==> src/rtl/pipe_pkg.sv <==
// Shared definitions for the pipeline-register family: occupancy states and
// the default bubble instruction injected when a stage holds nothing.
package pipe_pkg;

    typedef enum logic [1:0] {
        EMPTY = 2'd0,
        ONE   = 2'd1,
        TWO   = 2'd2
    } occ_state_t;

    localparam logic [31:0] BUBBLE_DEFAULT = 32'h0000_0000;

endpackage

==> src/rtl/pipe_entry.sv <==
// One storage slot of a pipeline register: W-bit payload with a load enable
// and a synchronous clear that wins over load.
module pipe_entry #(
    parameter int W = 64
) (
    input  logic         clk,
    input  logic         clear,
    input  logic         load,
    input  logic [W-1:0] d,
    output logic [W-1:0] q
);

    // NOTE: sequential state uses non-blocking assignments so every flop
    // samples pre-edge values regardless of process evaluation order.
    always_ff @(posedge clk) begin
        if (clear) begin
            q <= '0;
        end else if (load) begin
            q <= d;
        end
    end

endmodule

==> src/rtl/if_id_skid_reg.sv <==
// IF/ID pipeline register with a one-deep skid buffer: full throughput while
// in_ready stays a pure flop output, decoupled from out_ready.
module if_id_skid_reg
    import pipe_pkg::*;
#(
    parameter int                DATA_W = 32,
    parameter int                PC_W   = 32,
    parameter logic [DATA_W-1:0] BUBBLE = DATA_W'(BUBBLE_DEFAULT)
) (
    input  logic              clk,
    input  logic              reset,
    input  logic              flush,
    input  logic              in_valid,
    output logic              in_ready,
    input  logic [DATA_W-1:0] in_instr,
    input  logic [PC_W-1:0]   in_pc,
    output logic              out_valid,
    input  logic              out_ready,
    output logic [DATA_W-1:0] out_instr,
    output logic [PC_W-1:0]   out_pc,
    output logic [1:0]        occupancy
);

    localparam int ENTRY_W = DATA_W + PC_W;

    occ_state_t         state_q, state_d;
    logic               in_ready_q;
    logic               accept, consume;
    logic               main_load, main_from_skid, skid_load, discard;
    logic [ENTRY_W-1:0] in_entry, main_d, main_q, skid_q;

    assign accept   = in_valid & in_ready_q;
    assign consume  = (state_q != EMPTY) & out_ready;
    assign discard  = reset | flush;
    assign in_entry = {in_instr, in_pc};
    assign main_d   = main_from_skid ? skid_q : in_entry;

    // NOTE: every always_comb output gets a default first so no path leaves
    // a signal unassigned and infers a latch.
    always_comb begin
        state_d        = state_q;
        main_load      = 1'b0;
        main_from_skid = 1'b0;
        skid_load      = 1'b0;
        unique case (state_q)
            EMPTY: begin
                if (accept) begin
                    main_load = 1'b1;
                    state_d   = ONE;
                end
            end
            ONE: begin
                if (accept && consume) begin
                    main_load = 1'b1;
                end else if (accept) begin
                    skid_load = 1'b1;
                    state_d   = TWO;
                end else if (consume) begin
                    state_d = EMPTY;
                end
            end
            TWO: begin
                if (consume) begin
                    main_load      = 1'b1;
                    main_from_skid = 1'b1;
                    state_d        = ONE;
                end
            end
            default: state_d = EMPTY;
        endcase
        // Reset and flush override everything; a consume this cycle has
        // already been sampled by ID and needs no extra handling.
        if (discard) begin
            state_d = EMPTY;
        end
    end

    always_ff @(posedge clk) begin
        if (reset) begin
            state_q    <= EMPTY;
            in_ready_q <= 1'b1;
        end else begin
            state_q    <= state_d;
            in_ready_q <= (state_d != TWO);
        end
    end

    // NOTE: payload slots are cleared on reset/flush only for determinism;
    // outputs are already masked by out_valid, so correctness never depends on it.
    pipe_entry #(.W(ENTRY_W)) u_main (
        .clk   (clk),
        .clear (discard),
        .load  (main_load),
        .d     (main_d),
        .q     (main_q)
    );

    pipe_entry #(.W(ENTRY_W)) u_skid (
        .clk   (clk),
        .clear (discard),
        .load  (skid_load),
        .d     (in_entry),
        .q     (skid_q)
    );

    assign in_ready  = in_ready_q;
    assign out_valid = (state_q != EMPTY);
    assign out_instr = out_valid ? main_q[ENTRY_W-1:PC_W] : BUBBLE;
    assign out_pc    = out_valid ? main_q[PC_W-1:0] : '0;
    assign occupancy = 2'(state_q);

endmodule

==> config.mk <==
export PLATFORM = sky130hd
export DESIGN_NAME = if_id_skid_reg
export DESIGN_NICKNAME = d
export VERILOG_FILES = /design/src/rtl/pipe_pkg.sv /design/src/rtl/pipe_entry.sv /design/src/rtl/if_id_skid_reg.sv
export SDC_FILE = /design/constraint.sdc
export NUM_CORES = 1
export LEC_CHECK = 0
export CAP_MARGIN = 20
export CORE_MARGIN = 8
export CORE_UTILIZATION = 46
export DETAILED_ROUTE_END_ITERATION = 16
export PLACE_DENSITY = 0.88
export SLEW_MARGIN = 10
export SYNTH_ARGS = -nofsm -noshare
export SYNTH_HDL_FRONTEND = slang
export SYNTH_HIERARCHICAL = 1
export SYNTH_SLANG_ARGS = --single-unit
==> constraint.sdc <==
create_clock -name clk -period 1.85 [get_ports clk]
set_clock_uncertainty 0.2 [all_clocks]
set_input_delay 0.37 -clock clk [delete_from_list [all_inputs] [get_ports clk]]
set_output_delay 0.37 -clock clk [all_outputs]
set_load 0.005 [all_outputs]
==> impl_metrics.json, run 1 <==
{
  "grt_first_pass_wirelength_mm": 25.9,
  "slew_violations": 0,
  "place_inst": 875,
  "core_um2": 13000,
  "relSlewSlack": 0.812,
  "stdcell_area_um2": 8840,
  "setup_ws_ns": -0.363,
  "min_period_over_period": 1.20,
  "max_stage_delay_ns": 0.35,
  "area_delta_synth_final_pct": 46.4,
  "drc": 0,
  "yosysTopAreaCellShare": 0.434,
  "r2r_start": "occupancy[0]",
  "cts_tree": "yes",
  "path_cells": "nor2_4 > buf_12 > buf_12 > buf_12 > buf_12 > nor2b_1 > buf_2",
  "synth.distinct_cells": 28,
  "path_max_fanout": 7,
  "required_ns": 1.28,
  "dieWidth_um": 131,
  "fin_nets": 822,
  "rows": 42,
  "clkSinkCount": 131,
  "antenna_found_initial": 0,
  "cp_common_cell": "buf_12",
  "routed_wirelength_mm": 18.2,
  "p_sw_mw": 1.57,
  "swShare": 0.221,
  "internal_power_mw": 5.55,
  "setup_viol": 189,
  "rsz0062_at_grt": "true",
  "track_usage": 0.199,
  "path_class": "reg2out",
  "fmax_mhz": 452,
  "io_buffers": 136,
  "final_hold_viol_count": 0,
  "drive_gt1_frac": 0.308,
  "met3_length_mm": 1.19,
  "p_leak_nw": 3.72,
  "dieHeight_um": 131,
  "cts.path.max_buffers": 2,
  "cp_slowest_cell": "dfxtp_2",
  "synth-edff-count": 0,
  "synth-main-ff-cell": "dfxtp_1",
  "pwr-share-seq": 0.409,
  "diodes": 0,
  "yosysMostFrequentCell": "dfxtp_1",
  "cts-buffers-inserted": 17,
  "topRoutingLayerUsed": "met4",
  "syn_nets": 644,
  "syn_avg_cell_area_um2": 10.5,
  "hp-class": "reg2reg",
  "grt_max_degree": 67,
  "synthArstFlopShare": 0,
  "start_util": 0.464,
  "htree_levels": 4,
  "clk_latency_ns": 0.42,
  "syn-cell-area_um2": 6040,
  "pre_cts_ws_ns": -0.462,
  "clockPowerShare": 0.469,
  "cp-start-kind": "flip-flop",
  "finalWorstPathRequiredPeriod_ns": 2.21,
  "tightestPinTransition_ns": 0.282,
  "run_status": "finished with violations",
  "cts.hold.buffers_added": 0,
  "dp_hpwl_mm": 10.6,
  "min-delay-start": "u_main/q[56]",
  "viasPerCell": 5.19,
  "via_count": 4883,
  "io_pins": 137,
  "first_pass_iters": 4,
  "startpoint": "occupancy[0]",
  "drv_cap": 0,
  "globalplace.congestion": 0.745,
  "ys_seq_area_frac": 0.434,
  "violations": "negative setup slack",
  "ant_nets": 0,
  "syn_inst": 575,
  "synth-warning-count": 6,
  "cts_root_buf": "clkbuf_16",
  "end_kind": "output pin",
  "wl_met1_mm": 7.28,
  "dpl-instance-area_um2": 7650,
  "drt_iter0_markers": 323,
  "synthTopCellsByArea": "dfxtp_1 (43%), mux2i_1 (21%), mux2_2 (11%)",
  "yosys_register_bits": 131,
  "met2_length_mm": 9.32,
  "comb_power_share": 0.121,
  "peakVddDrop_uv": 513,
  "die-area_um2": 17100,
  "grt-ovfl-total": 0,
  "grt_pass1_vias": 5114,
  "clk_pin_slew_worst_paths_ns": 0.06,
  "synth.largest_area_cell": "dfxtp_1",
  "fin_cells": 941,
  "critPathArrivalTime_ns": 1.64,
  "synth_common_cells": "dfxtp_1 (131), nor2_1 (129), mux2i_1 (128)",
  "wl_per_cell_um": 19.4,
  "powerDensity_nw_per_um2": 805,
  "setup_tns_ns": -24.21
}
-- area by class of cell --
type	instances	area (µm²)
Tap cell	176	220
Clock buffer	27	513
Timing Repair Buffer	202	2210
Sequential cell	131	2630
Clock inverter	4	70.1
Multi-Input combinational cell	400	3200
Fill cell	963	4190
Inverter	1	3.75
-- kinds of logic after synthesis --
kind of cell / share of synthesized area
AOI/OAI and AO/OA: 0.00539
buffers and inverters: 0.0623
DFF: 0.434
muxes: 0.331
and+or+nand+nor: 0.167
-- registers in the layout, indices dropped and copies added, names as in the netlist --
name / flops
in_ready: 1
occupancy: 2
u_skid/q: 64
u_main/q: 64
-- final timing paths --
kind	cells after the start	slack, ns	endpoint
worst max-delay path	7	-0.36	out_instr[5]
worst min-delay path	2	0.29	u_main/q[56]
worst max register to register	8	-0.18	u_skid/q[44]
worst min register to register	2	0.29	u_main/q[56]
-- stage by stage --
step / hold WS (ns) / power, mW / util
floorplan: 0.243 / 3.34 / -
global placement: 0.264 / 3.61 / 0.587
detailed placement: 0.278 / 3.64 / 0.587
CTS: 0.290 / 7.07 / 0.657
global route: 0.297 / 7.32 / 0.678
finish: 0.289 / 7.12 / 0.678
-- cells in the final DEF (no fill, tap or decap), types with 17 or more instances in the layout --
master and n:
clkbuf_16 24, and2b_1 28, mux2i_1 118, buf_2 49, buf_12 17, nor2b_1 24, nor2_1 128, clkdlybuf4s50_1 68
buf_6 17, mux2_2 60, dfxtp_1 129
-- repair_timing --
item	4_1_cts	5_1_grt
setup endpoints to repair	171	194
cloned	11	7
buffers inserted	15	5
pin swaps	3	3
gates resized for setup	273	27
-- power by group through the flow --
| stage | logic (mW) | clock network (mW) | registers, mW |
|---|---|---|---|
| floorplan | 0.381 | 0 | 2.96 |
| global placement | 0.644 | 0 | 2.96 |
| detailed placement | 0.669 | 0 | 2.97 |
| CTS | 0.813 | 3.35 | 2.91 |
| global route | 0.906 | 3.50 | 2.92 |
| finish | 0.865 | 3.34 | 2.91 |
-- critical path, delay by kind of cell, from the launching register on --
kind                   cells  cell delay [ns]
and+or+nand+nor            2             0.20
DFF                        1             0.35
buffers and inverters      5             0.66
-- metal layers --
layer	vias up	track usage
met1	2395	0.214
li1	2285	-
met5	-	0
met4	0	0.0810
met3	40	0.0714
met2	163	0.348
Power figures use the tool's default switching activity.
==> run 2: changes to the inputs <==
--- a/config.mk
+++ b/config.mk
@@ -9,9 +9,11 @@
 export CORE_MARGIN = 8
 export CORE_UTILIZATION = 46
 export DETAILED_ROUTE_END_ITERATION = 16
+export GPL_ROUTABILITY_DRIVEN = 0
 export PLACE_DENSITY = 0.88
 export SLEW_MARGIN = 10
 export SYNTH_ARGS = -nofsm -noshare
 export SYNTH_HDL_FRONTEND = slang
 export SYNTH_HIERARCHICAL = 1
 export SYNTH_SLANG_ARGS = --single-unit
+export TNS_END_PERCENT = 20
==> run 2 against run 1 <==
Largest power group unchanged. Core utilization down 4.4 points. Highest routed layer unchanged. Power is 2.2% lower. Via count shrank 5.4%. Critical endpoint is now out_instr[9]. Fmax up 2.4%. Sequential power is essentially flat. Hold slack worse by 0.00056 ns. The run still ends with negative setup slack left. Global-route usage is 1.2 points lower. Routed wire length decreased by 13%. Register-to-register slack about the same. Die area unchanged. First-iteration DRC count shrank 20%.
==> impl_metrics.json, run 2 (synthesis results as in run 1) <==
{
  "drt_iter0_markers": 258,
  "crit_buf_inv": 5,
  "critPathArrivalTime_ns": 1.59,
  "peakVddDrop_uv": 514,
  "p_leak_nw": 3.49,
  "slew_violations": 0,
  "relSlewSlack": 0.804,
  "path_max_fanout": 7,
  "pre_cts_ws_ns": -0.462,
  "cts_root_buf": "clkbuf_16",
  "cts-buffers-inserted": 17,
  "antenna_found_initial": 0,
  "clk_latency_ns": 0.42,
  "clkSinkCount": 131,
  "fin_nets": 799,
  "first_pass_iters": 4,
  "tightestPinTransition_ns": 0.294,
  "grt_pass1_vias": 4967,
  "dieWidth_um": 131,
  "hp-class": "reg2reg",
  "core_um2": 13000,
  "dp_hpwl_mm": 10.6,
  "viasPerCell": 5.03,
  "end_kind": "output pin",
  "path_cells": "nor2_4 > buf_12 > buf_12 > buf_12 > buf_16 > nor2b_4 > buf_2",
  "io_buffers": 136,
  "cp-start-kind": "flip-flop",
  "routed_wirelength_mm": 16.0,
  "cp_slowest_cell": "dfxtp_2",
  "grt-ovfl-total": 0,
  "die-area_um2": 17100,
  "ant_nets": 0,
  "fillers": 1039,
  "htree_levels": 4,
  "setup_tns_ns": -26.90,
  "min_period_over_period": 1.17,
  "setup_viol": 191,
  "run_status": "finished with violations",
  "final_hold_viol_count": 0,
  "cp_common_cell": "buf_12",
  "drc": 0,
  "finalWorstPathRequiredPeriod_ns": 2.16,
  "clk_pin_slew_worst_paths_ns": 0.06,
  "cts_tree": "yes",
  "rows": 42,
  "setup_ws_ns": -0.312,
  "layout_commonest_cell": "dfxtp_1",
  "wl_per_cell_um": 17.4,
  "required_ns": 1.28,
  "diodes": 0,
  "crit_family": "buffers and inverters",
  "grt_first_pass_wirelength_mm": 24.7,
  "violations": "negative setup slack",
  "dieHeight_um": 131,
  "via_count": 4618,
  "start_util": 0.464,
  "grt_max_degree": 67,
  "track_usage": 0.187,
  "max_stage_delay_ns": 0.34,
  "cts.hold.buffers_added": 0,
  "fmax_mhz": 463,
  "path_class": "reg2out",
  "io_pins": 137,
  "drv_cap": 0,
  "most-common-layout-cells": "dfxtp_1 (129), nor2_1 (128), mux2i_1 (126), clkdlybuf4s50_1 (68), mux2_2 (60)",
  "area_delta_synth_final_pct": 37.0,
  "cts.path.max_buffers": 2,
  "drive_gt1_frac": 0.279,
  "powerDensity_nw_per_um2": 842,
  "rsz0062_at_grt": "true"
}
-- run 2: worst register-to-register path, cell delays in order, from the launching register on --
cell     delay [ns]
dfxtp_2        0.33
buf_4          0.13
buf_6          0.12
and2b_2        0.22
o31ai_4        0.21
buf_6          0.17
buf_12         0.18
mux2i_1        0.26
nor2_1         0.07
-- run 2: path summary, 6_finish.rpt --
| kind | startpoint | endpoint | slack (ns) | depth (start not counted) |
|---|---|---|---|---|
| min reg2reg | u_skid/q[41] | u_skid/q[41] | 0.29 | 2 |
| max | occupancy[0] | out_instr[9] | -0.31 | 7 |
| max reg2reg | occupancy[0] | u_main/q[43] | -0.17 | 8 |
| min | u_skid/q[41] | u_skid/q[41] | 0.29 | 2 |
-- run 2: area by class of cell --
class / instances / area, µm² / share of cell area
Tap cell: 176 / 220 / 0.0266
Clock inverter: 4 / 70.1 / 0.00847
Sequential cell: 131 / 2630 / 0.317
Multi-Input combinational cell: 400 / 3160 / 0.382
Inverter: 1 / 3.75 / 0.000454
Clock buffer: 27 / 513 / 0.0620
Timing Repair Buffer: 179 / 1680 / 0.203
-- run 2: timing repair --
item                       in CTS  in global routing
pin swaps                       1                  1
gates cloned                    4                  0
setup endpoints to repair     171                194
hold endpoints to repair        0                  0
buffers inserted                9                  0
resized for setup             249                 17
-- run 2: power by group --
| part | total [mW] | internal (mW) | switching, mW |
|---|---|---|---|
| sequential | 2.91 | 2.88 | 0.0296 |
| combinational | 0.738 | 0.430 | 0.308 |
| clock | 3.32 | 2.15 | 1.17 |
| total | 6.97 | 5.46 | 1.50 |
-- run 2: stage by stage --
step,instances,cell area (µm²),utilization,hold slack (ns),power (mW)
floorplan,575,6040,-,0.243,3.34
global placement,875,7650,0.587,0.264,3.61
detailed placement,875,7650,0.587,0.278,3.64
CTS,919,8280,0.635,0.290,7.00
global route,918,8270,0.635,0.296,7.20
finish,918,8270,0.635,0.289,6.97
-- run 2: layer usage --
layer  vias to the layer above  GRT usage  wire length, µm  share of wire
met4                         0     0.0614              212          0.013
met5                         -          0                0              0
met1                      2238      0.201             6450           0.40
li1                       2229          -                -              -
met2                       130      0.331             8200           0.51
met3                        21     0.0722             1090          0.068
==> run 3: changes to the inputs <==
--- a/config.mk
+++ b/config.mk
@@ -5,7 +5,7 @@
 export SDC_FILE = /design/constraint.sdc
 export NUM_CORES = 1
 export LEC_CHECK = 0
-export CAP_MARGIN = 20
+export CAP_MARGIN = 15
 export CORE_MARGIN = 8
 export CORE_UTILIZATION = 46
 export DETAILED_ROUTE_END_ITERATION = 16
==> constraint.sdc (replaced) <==
create_clock -name clk -period 1.88 [get_ports clk]
set_clock_uncertainty 0.2 [all_clocks]
set_input_delay 0.376 -clock clk [delete_from_list [all_inputs] [get_ports clk]]
set_output_delay 0.376 -clock clk [all_outputs]
set_load 0.005 [all_outputs]
==> run 3 against run 2 <==
The run still ends with negative setup slack left. Non-clock buffer count is 5 lower. Global-route usage is 0.95 points lower. Power is 5.6% lower. Final area is 1.9% lower. Sequential share of layout area up 0.62 points. Highest routed layer unchanged. Count of clock-buffer cells in the layout is 1 higher. Via count shrank 1.1%. Die area did not move. First-iteration DRC count is 20% lower. Routed wire length fell by 3.3%. Setup slack better by 0.060 ns.
==> impl_metrics.json, run 3 (synthesis results as in run 1) <==
{
  "run_status": "finished with violations",
  "violations": "negative setup slack",
  "cp-start-kind": "flip-flop",
  "area_delta_synth_final_pct": 34.3,
  "cts.path.max_buffers": 2,
  "rows": 42,
  "wl_per_cell_um": 16.9,
  "drive_gt1_frac": 0.274,
  "grt_max_degree": 67,
  "dp_hpwl_mm": 10.8,
  "drc": 0,
  "cts.hold.buffers_added": 0,
  "most-common-layout-cells": "dfxtp_1 (129), mux2i_1 (128), nor2_1 (128), clkdlybuf4s50_1 (68), mux2_2 (58)",
  "setup_ws_ns": -0.251,
  "powerDensity_nw_per_um2": 810,
  "core_um2": 13000,
  "start_util": 0.464,
  "antenna_found_initial": 0,
  "min_period_over_period": 1.13,
  "slew_violations": 0,
  "relSlewSlack": 0.810,
  "finalWorstPathRequiredPeriod_ns": 2.13,
  "rsz0062_at_grt": "true",
  "io_buffers": 136,
  "path_cells": "nor2_4 > buf_4 > clkbuf_16 > and2b_1 > buf_2",
  "io_pins": 137,
  "viasPerCell": 4.99,
  "path_max_fanout": 15,
  "grt-ovfl-total": 0,
  "setup_viol": 175,
  "end_kind": "output pin",
  "path_class": "reg2out",
  "via_count": 4565,
  "die-area_um2": 17100,
  "drt_iter0_markers": 206,
  "clkSinkCount": 131,
  "required_ns": 1.30,
  "clk_pin_slew_worst_paths_ns": 0.05,
  "cts_root_buf": "clkbuf_16",
  "drv_cap": 0,
  "hp-class": "reg2reg",
  "critPathArrivalTime_ns": 1.56,
  "fin_nets": 794,
  "timing.hold.ws_ns": 0.286,
  "first_pass_iters": 4,
  "fmax_mhz": 469,
  "htree_levels": 4,
  "cts_tree": "yes",
  "fin_cells": 914,
  "tightestPinTransition_ns": 0.286,
  "dieHeight_um": 131,
  "p_leak_nw": 3.41,
  "peakVddDrop_uv": 707,
  "dieWidth_um": 131,
  "max_stage_delay_ns": 0.33,
  "final_hold_viol_count": 0,
  "ant_nets": 0,
  "grt_first_pass_wirelength_mm": 23.6,
  "clk_latency_ns": 0.42,
  "grt_pass1_vias": 4803,
  "diodes": 0,
  "track_usage": 0.178,
  "fillers": 1088,
  "layout_commonest_cell": "dfxtp_1",
  "routed_wirelength_mm": 15.4,
  "cts-buffers-inserted": 17,
  "place_inst": 876,
  "cp_slowest_cell": "dfxtp_2"
}
[run 3: changes by cell type in the layout (fill, tap and decap cells not counted), sizes merged, moves of 6 or more]
| cell | change |
|---|---|
| clkbuf | +34 |
| buf | -33 |
| dlygate4sd2 | -13 |
| clkdlybuf4s15 | +6 |
[run 3: per-layer routing]
layer | GRT usage | part of all wire
met3 | 0.0572 | 0.052
met2 | 0.308 | 0.51
met5 | 0 | 0
met1 | 0.193 | 0.42
met4 | 0.0864 | 0.022
[run 3: layout make-up]
cell class	count	area (µm²)	share of cell area
clock inverters	4	20.0	0.00247
repair buffers	174	1610	0.199
inverters	1	3.75	0.000463
clock buffers	28	527	0.0649
flip-flops and latches	131	2630	0.324
well taps	176	220	0.0271
multi-input cells	400	3110	0.383
[run 3: timing repair]
| action | in CTS | in global routing |
|---|---|---|
| endpoints found under the setup margin | 129 | 156 |
| pin swaps | 0 | 7 |
| resized for setup | 170 | 72 |
| cloned | 0 | 2 |
| setup buffers | 0 | 4 |
[run 3: stage by stage]
| step | util | area [µm²] | worst slack [ns] | TNS (ns) | power, mW |
|---|---|---|---|---|---|
| floorplan | - | 6040 | 0.0631 | 0 | 3.29 |
| global placement | 0.587 | 7660 | -0.366 | -41.88 | 3.55 |
| detailed placement | 0.587 | 7660 | -0.425 | -49.32 | 3.58 |
| CTS | 0.622 | 8110 | -0.417 | -11.80 | 6.59 |
| global route | 0.623 | 8110 | -0.325 | -27.21 | 6.79 |
| finish | 0.623 | 8110 | -0.251 | -14.71 | 6.58 |
[run 3: path summary, 6_finish.rpt]
check	startpoint	to	slack, ns	cells after the start
worst max-delay path	occupancy[0]	out_pc[7]	-0.25	5
worst min-delay path	u_main/q[0]	u_main/q[0]	0.29	2
worst max register to register	occupancy[0]	u_skid/q[52]	-0.12	8
worst min register to register	u_main/q[0]	u_main/q[0]	0.29	2
[run 3: critical path: cells and delay by family (launching register included)]
family | cells | cell delay, ns
buffers and inverters | 3 | 0.44
AND/OR/NAND/NOR | 2 | 0.36
flip-flops | 1 | 0.33
[run 3: report_power, final]
part           leakage (nW)  switching [mW]  internal [mW]
Sequential             1.06          0.0296           2.84
Combinational          2.07           0.289          0.408
Clock                 0.274            1.13           1.89
Total                  3.41            1.45           5.13
